File: src/rtl/ysyx_220053_alu_pkg.sv
// Shared constants and stage-register layout for the npc integer adder family.
// Imported by the pipelined adder/subtractor and its carry-lookahead slice.
package ysyx_220053_alu_pkg;

    localparam int ADDSUB_WIDTH  = 64;
    localparam int ADDSUB_STAGES = 4;
    localparam int ADDSUB_TAG_W  = 5;
    localparam int ADDSUB_CW     = ADDSUB_WIDTH / ADDSUB_STAGES;

    // Per-stage control word; the tag lives beside it because its width is a module parameter.
    typedef struct packed {
        logic valid;
        logic sub;
        logic carry;
        logic zero;
        logic x_sign;
        logic y_sign;
        logic ovf;
    } addsub_stage_t;

    function automatic int addsub_cw(input int width, input int stages);
        return width / stages;
    endfunction

endpackage

File: src/rtl/ysyx_220053_cla_slice.sv
// CW-bit carry-lookahead slice: Kogge-Stone group generate/propagate prefix,
// producing the slice sum, its carry out and a slice-is-zero flag.
module ysyx_220053_cla_slice #(
    parameter int CW = 16
) (
    input  logic [CW-1:0] a,
    input  logic [CW-1:0] b,
    input  logic          cin,
    output logic [CW-1:0] s,
    output logic          cout,
    output logic          zero
);

    logic [CW-1:0] w_half;
    logic [CW-1:0] w_g;
    logic [CW-1:0] w_p;
    logic [CW-1:0] w_g_prev;
    logic [CW-1:0] w_p_prev;
    logic [CW:0]   w_c;

    always_comb begin
        w_half   = a ^ b;
        w_g      = a & b;
        w_p      = a ^ b;
        w_g_prev = '0;
        w_p_prev = '0;
        // After the last level, w_g[i]/w_p[i] span bits 0..i.
        for (int l = 1; l < CW; l = l * 2) begin
            w_g_prev = w_g;
            w_p_prev = w_p;
            for (int i = l; i < CW; i++) begin
                w_g[i] = w_g_prev[i] | (w_p_prev[i] & w_g_prev[i-l]);
                w_p[i] = w_p_prev[i] & w_p_prev[i-l];
            end
        end
        w_c = {w_g | (w_p & {CW{cin}}), cin};
    end

    assign s    = w_half ^ w_c[CW-1:0];
    assign cout = w_c[CW];
    assign zero = ~|s;

endmodule

File: src/rtl/ysyx_220053_pipe_addsub.sv
// Pipelined CLA adder/subtractor with valid/ready flow control; slice k resolves in stage k.
// Optional synchronous pipeline flush port enabled by YSYX_220053_ADDSUB_FLUSH_EN.
module ysyx_220053_pipe_addsub
    import ysyx_220053_alu_pkg::*;
#(
    parameter int WIDTH  = ADDSUB_WIDTH,
    parameter int STAGES = ADDSUB_STAGES,
    parameter int TAG_W  = ADDSUB_TAG_W
) (
    input  logic             clk,
    input  logic             rst_n,
`ifdef YSYX_220053_ADDSUB_FLUSH_EN
    input  logic             flush,
`endif
    input  logic             in_valid,
    output logic             in_ready,
    input  logic [WIDTH-1:0] x,
    input  logic [WIDTH-1:0] y,
    input  logic             sub,
    input  logic [TAG_W-1:0] in_tag,
    output logic             out_valid,
    input  logic             out_ready,
    output logic [WIDTH-1:0] result,
    output logic             cout,
    output logic             overflow,
    output logic             zero,
    output logic [TAG_W-1:0] out_tag
);

    localparam int CW = addsub_cw(WIDTH, STAGES);

    // r_data holds finished result slices below and still-unconsumed x slices above.
    addsub_stage_t     r_ctl  [STAGES];
    logic [WIDTH-1:0]  r_data [STAGES];
    logic [WIDTH-1:0]  r_y    [STAGES];
    logic [TAG_W-1:0]  r_tag  [STAGES];

    addsub_stage_t     w_src_ctl  [STAGES];
    logic [WIDTH-1:0]  w_src_data [STAGES];
    logic [WIDTH-1:0]  w_src_y    [STAGES];
    logic [TAG_W-1:0]  w_src_tag  [STAGES];
    addsub_stage_t     w_nxt_ctl  [STAGES];
    logic [WIDTH-1:0]  w_nxt_data [STAGES];
    logic [CW-1:0]     w_sum      [STAGES];
    logic [STAGES-1:0] w_cout;
    logic [STAGES-1:0] w_szero;
    logic [STAGES:0]   w_ready;
    logic [WIDTH-1:0]  w_y_eff;
    logic              w_flush;
    logic              w_unused;

    assign w_y_eff = sub ? ~y : y;

`ifdef YSYX_220053_ADDSUB_FLUSH_EN
    assign w_flush = flush;
`else
    assign w_flush = 1'b0;
`endif

    always_comb begin
        w_ready[STAGES] = out_ready;
        for (int k = STAGES - 1; k >= 0; k--) begin
            w_ready[k] = !r_ctl[k].valid || w_ready[k+1];
        end
    end

    for (genvar gi = 0; gi < STAGES; gi++) begin : g_stage
        if (gi == 0) begin : g_head
            assign w_src_ctl[gi]  = '{valid: in_valid, sub: sub, carry: sub, zero: 1'b1,
                                      x_sign: x[WIDTH-1], y_sign: w_y_eff[WIDTH-1], ovf: 1'b0};
            assign w_src_data[gi] = x;
            assign w_src_y[gi]    = w_y_eff;
            assign w_src_tag[gi]  = in_tag;
        end else begin : g_body
            assign w_src_ctl[gi]  = r_ctl[gi-1];
            assign w_src_data[gi] = r_data[gi-1];
            assign w_src_y[gi]    = r_y[gi-1];
            assign w_src_tag[gi]  = r_tag[gi-1];
        end

        ysyx_220053_cla_slice #(.CW(CW)) u_cla (
            .a    (w_src_data[gi][gi*CW +: CW]),
            .b    (w_src_y[gi][gi*CW +: CW]),
            .cin  (w_src_ctl[gi].carry),
            .s    (w_sum[gi]),
            .cout (w_cout[gi]),
            .zero (w_szero[gi])
        );

        // ovf is only meaningful in the last stage, where the slice top bit is the MSB.
        assign w_nxt_ctl[gi] = '{valid:  w_src_ctl[gi].valid,
                                 sub:    w_src_ctl[gi].sub,
                                 carry:  w_cout[gi],
                                 zero:   w_src_ctl[gi].zero & w_szero[gi],
                                 x_sign: w_src_ctl[gi].x_sign,
                                 y_sign: w_src_ctl[gi].y_sign,
                                 ovf:    (w_src_ctl[gi].x_sign == w_src_ctl[gi].y_sign) &&
                                         (w_sum[gi][CW-1] != w_src_ctl[gi].x_sign)};

        assign w_nxt_data[gi] = (w_src_data[gi] & ~(WIDTH'({CW{1'b1}}) << (gi * CW)))
                              | (WIDTH'(w_sum[gi]) << (gi * CW));
    end

    always_ff @(posedge clk or negedge rst_n) begin
        if (!rst_n) begin
            for (int k = 0; k < STAGES; k++) begin
                r_ctl[k]  <= '0;
                r_data[k] <= '0;
                r_y[k]    <= '0;
                r_tag[k]  <= '0;
            end
        end else if (w_flush) begin
            for (int k = 0; k < STAGES; k++) begin
                r_ctl[k].valid <= 1'b0;
            end
        end else begin
            for (int k = 0; k < STAGES; k++) begin
                if (w_ready[k]) begin
                    if (w_src_ctl[k].valid) begin
                        r_ctl[k]  <= w_nxt_ctl[k];
                        r_data[k] <= w_nxt_data[k];
                        r_y[k]    <= w_src_y[k];
                        r_tag[k]  <= w_src_tag[k];
                    end else begin
                        r_ctl[k].valid <= 1'b0;
                    end
                end
            end
        end
    end

    assign in_ready  = w_ready[0];
    assign out_valid = r_ctl[STAGES-1].valid;
    assign result    = r_data[STAGES-1];
    assign cout      = r_ctl[STAGES-1].carry;
    assign overflow  = r_ctl[STAGES-1].ovf;
    assign zero      = r_ctl[STAGES-1].zero;
    assign out_tag   = r_tag[STAGES-1];

    assign w_unused = ^{r_y[STAGES-1], r_ctl[STAGES-1].sub,
                        r_ctl[STAGES-1].x_sign, r_ctl[STAGES-1].y_sign};

endmodule

File: config.mk
export PLATFORM = sky130hd
export DESIGN_NAME = ysyx_220053_pipe_addsub
export DESIGN_NICKNAME = d
export VERILOG_FILES = /design/src/rtl/ysyx_220053_alu_pkg.sv /design/src/rtl/ysyx_220053_cla_slice.sv /design/src/rtl/ysyx_220053_pipe_addsub.sv
export SDC_FILE = /design/constraint.sdc
export NUM_CORES = 1
export LEC_CHECK = 0
export ABC_AREA = 1
export CORE_ASPECT_RATIO = 0.6
export CORE_MARGIN = 3
export CORE_UTILIZATION = 45
export CTS_CLUSTER_DIAMETER = 40
export DETAILED_ROUTE_END_ITERATION = 6
export GPL_ROUTABILITY_DRIVEN = 0
export GPL_TIMING_DRIVEN = 0
export PLACE_DENSITY = 0.64
export SYNTH_ARGS = -nofsm -noshare
export SYNTH_HDL_FRONTEND = slang
export SYNTH_SLANG_ARGS = --single-unit
File: constraint.sdc
create_clock -name clk -period 2.1 [get_ports clk]
set_input_delay 0.315 -clock clk [delete_from_list [all_inputs] [get_ports clk]]
set_output_delay 0.315 -clock clk [all_outputs]
set_load 0.03 [all_outputs]
==> results.yml <==
synth:
  synth_edf_count: 0
  yosys-top-cells-area: "dfrtp_1 (49%), nand2_1 (17%), o21ai_0 (7.1%), inv_1 (4.6%), ha_1 (4.2%)"
  ys_warn_count: 0
  async_reset_ff_share_pct: 100
  synth_seq_cells: 385
  synthMostInstantiatedCell: "nand2_1"
  yosysTopAreaCellShare_pct: 49.4
  synth_seq_area_share_pct: 49.4
  ys_types: 34
  synth_top_cells_by_count: "nand2_1 (898), dfrtp_1 (385), o21ai_0 (277)"
  synthesis.instances: 2441
  syn_nets: 2647
  postSynth.topFlopCell: "dfrtp_1"
  netlist_area_um2: 19500
  synth_top_cell_by_area: "dfrtp_1"
  avgSynthCellArea_um2: 7.98
timing:
  hold_viol: 0
  maxSlewHeadroom_pct: 46.5
  final-setup-viol-count: 1
  final.setup_skew_ns: 0.0200
  min_period_ns: 2.14
  worst_slack_ns: -0.0441
  max_freq_ghz: 0.466
  rsz0062_at_grt: "true"
  timing.final.max_slew_violations: 0
  tns_ns: -0.0441
  worstMarginPinSlew_ns: 0.802
  whs_ns: 0.304
  finalCritPeriodShare_pct: 102
job:
  cap_violations: 0
layout:
  multi_input_area_um2: 9030
  nets: 2954
  regArea_um2: 9640
  drive_gt1_share_pct: 15.9
  num_antenna_cells: 0
  area_growth_pct: 29.8
  stdcell_count: 3350
  fillers: 3730
global_routing:
  antenna_found_initial: 1
  gr-usage-all-layers_pct: 24.7
  grt_pass1_vias: 16369
  overflow: 0
  grt_max_degree: 112
  grt_first_pass_wirelength_mm: 89.5
worst_setup_path:
  critPathMaxFanout: 3
  r2r-end: "zero"
  r2r-start: "r_y[114]"
  crit_required_ns: 2.58
  critPathKind: "in -> reg"
  r2r_slack_ns: 0.04
  worstPathArrival_ns: 2.62
  reg2reg_depth: 13
  setup.worst_path.start_class: "input port"
  setup.worst_path.end_class: "flip-flop"
route:
  top_layer_used: "met4"
  drtIter0Drc: 1754
  final_antenna_net_count: 0
  finalWirelength_mm: 58.1
  drt-met1-wl_mm: 27.8
  route.detailed.wl_per_inst_um: 17.3
  vias_per_cell: 5.19
  drcViolationCount: 0
  wl_met2_mm: 24.9
  vias: 17399
  dr_wl_met3_mm: 4.23
  drtPass1Iterations: 7
pwr:
  vdd.ir_drop.worst_uv: 588
  power.share.switching_pct: 39.4
  pwr-share-seq_pct: 34.3
  power_density_nw_per_um2: 1300
  switching_power_uw: 13000
  total_leakage_power_uw: 0.0125
  p_comb_share_pct: 42.2
  p_int_uw: 19900
  p_clk_share_pct: 23.5
clocking:
  htreeDepth: 2
  clockBufferDepth: 3
  clkTransAtPathRegs_ns: 0.06
  numCtsBuffers: 41
  cts_tree: "built"
  clockRootBuffer: "clkbuf_16"
  insertion_delay_ns: 0.54
  clock_sinks: 385
worst_hold_path:
  hold_path.class: "in -> reg"
  holdPathEnd: "r_data[220]"
  min_path_cells: 3
  hold_start: "x[28]"
outcome:
  violations: "negative setup slack"
  outcome: "complete, but fails checks"
die:
  die_h_um: 167
  rows: 58
  num_io_pins: 212
  die_w_um: 275
  core_area_um2: 42300
  die_area_um2: 45900
  start_util_pct: 46.1
placed_design:
  port-buffer-count: 211
  place_hpwl_mm: 42.9
  placed_cells: 3225
-- metrics by stage --
step	cell area [um^2]	power, uW	utilization [%]	worst slack (ns)
after CTS	24500	31700	57.9	-0.0340
after floorplan	19500	18800	-	-0.157
after global placement	22400	23000	52.8	-15.72
after detailed placement	22400	23300	53.0	-1.31
final	25300	32900	59.8	-0.0441
after global routing	25300	35000	59.8	-0.112
-- registers in the layout (all words and copies together) (netlist names), 5 cells and up --
register  flops
out_tag       5
r_ctl        15
r_data      189
r_tag        15
r_y          93
result       64
-- layer usage --
layer,up-vias,global-route usage [%]
met5,-,0
met4,0,4.86
met3,113,4.93
met2,619,35.1
met1,8397,38.7
li1,8270,-
-- worst max path at each step --
stage | slack (ns) | cells past startpoint | from | end
after floorplan | -0.16 | 17 | sub | r_ctl[24]
after global placement | -15.72 | 1 | rst_n | r_data[216]
after detailed placement | -1.31 | 18 | sub | r_ctl[24]
after CTS | -0.03 | 18 | sub | r_ctl[24]
after global routing | -0.11 | 15 | y[0] | r_ctl[24]
final | -0.04 | 15 | y[0] | r_ctl[24]
-- power groups by stage --
stage / Clock (uW) / Combinational [uW] / Sequential, uW
after floorplan: 0 / 8120 / 10700
after global placement: 0 / 11800 / 11200
after detailed placement: 0 / 12100 / 11200
after CTS: 7820 / 12700 / 11200
after global routing: 8190 / 15200 / 11500
final: 7720 / 13900 / 11300
-- cells by family after synthesis --
logic type	share of synthesized area, %
DFF	49.4
AOI/OAI and AO/OA	9.47
and+or+nand+nor	24.0
xor gates and xnor gates	3.37
buffers and inverters	9.28
adders and majority gates	4.48
-- area by class of cell --
cell class,count,share of cell area (%)
Buffer,160,3.84
Clock buffer,54,4.61
Clock inverter,21,1.08
Inverter,241,3.57
Sequential cell,385,38.1
Tap cell,570,2.82
Multi-Input combinational cell,1654,35.7
Timing Repair Buffer,265,10.3
-- critical path, stage by stage --
cell	delay, ns
clkdlybuf4s50_1	0.49
xor2_2	0.19
ha_4	0.30
nand2_4	0.06
nor2_4	0.14
nor2_4	0.07
o21ai_4	0.27
nand3_2	0.13
nand2_2	0.08
nand2_2	0.07
nand2_4	0.11
nand2_2	0.06
nor2_2	0.12
nand4_1	0.11
nand2_1	0.08
-- cell usage in the layout (no fill, tap or decap), drive strengths merged, types with 5 or more instances in the layout --
cell	n
dfrtp	385
a21oi	53
clkdlybuf4s50	205
nand4	39
o21ai	281
nor3	5
nor2	101
a31oi	8
and2	5
xnor2	19
clkinv	7
clkbuf	109
nand3	79
buf	161
bufinv	5
ha	65
xor2	56
inv	247
o21bai	7
nand2	905
nand3b	19
-- what timing repair did --
| item | 4_1_cts | 5_1_grt |
|---|---|---|
| resized for setup | 97 | 186 |
| cloned | 1 | 0 |
| endpoints found under the hold margin | 93 | 0 |
| pin swaps | 30 | 59 |
| setup endpoints to repair | 144 | 121 |
| hold buffers | 1 | 0 |
| buffers inserted | 21 | 28 |
Note: power is estimated with default switching activity, not from simulation.
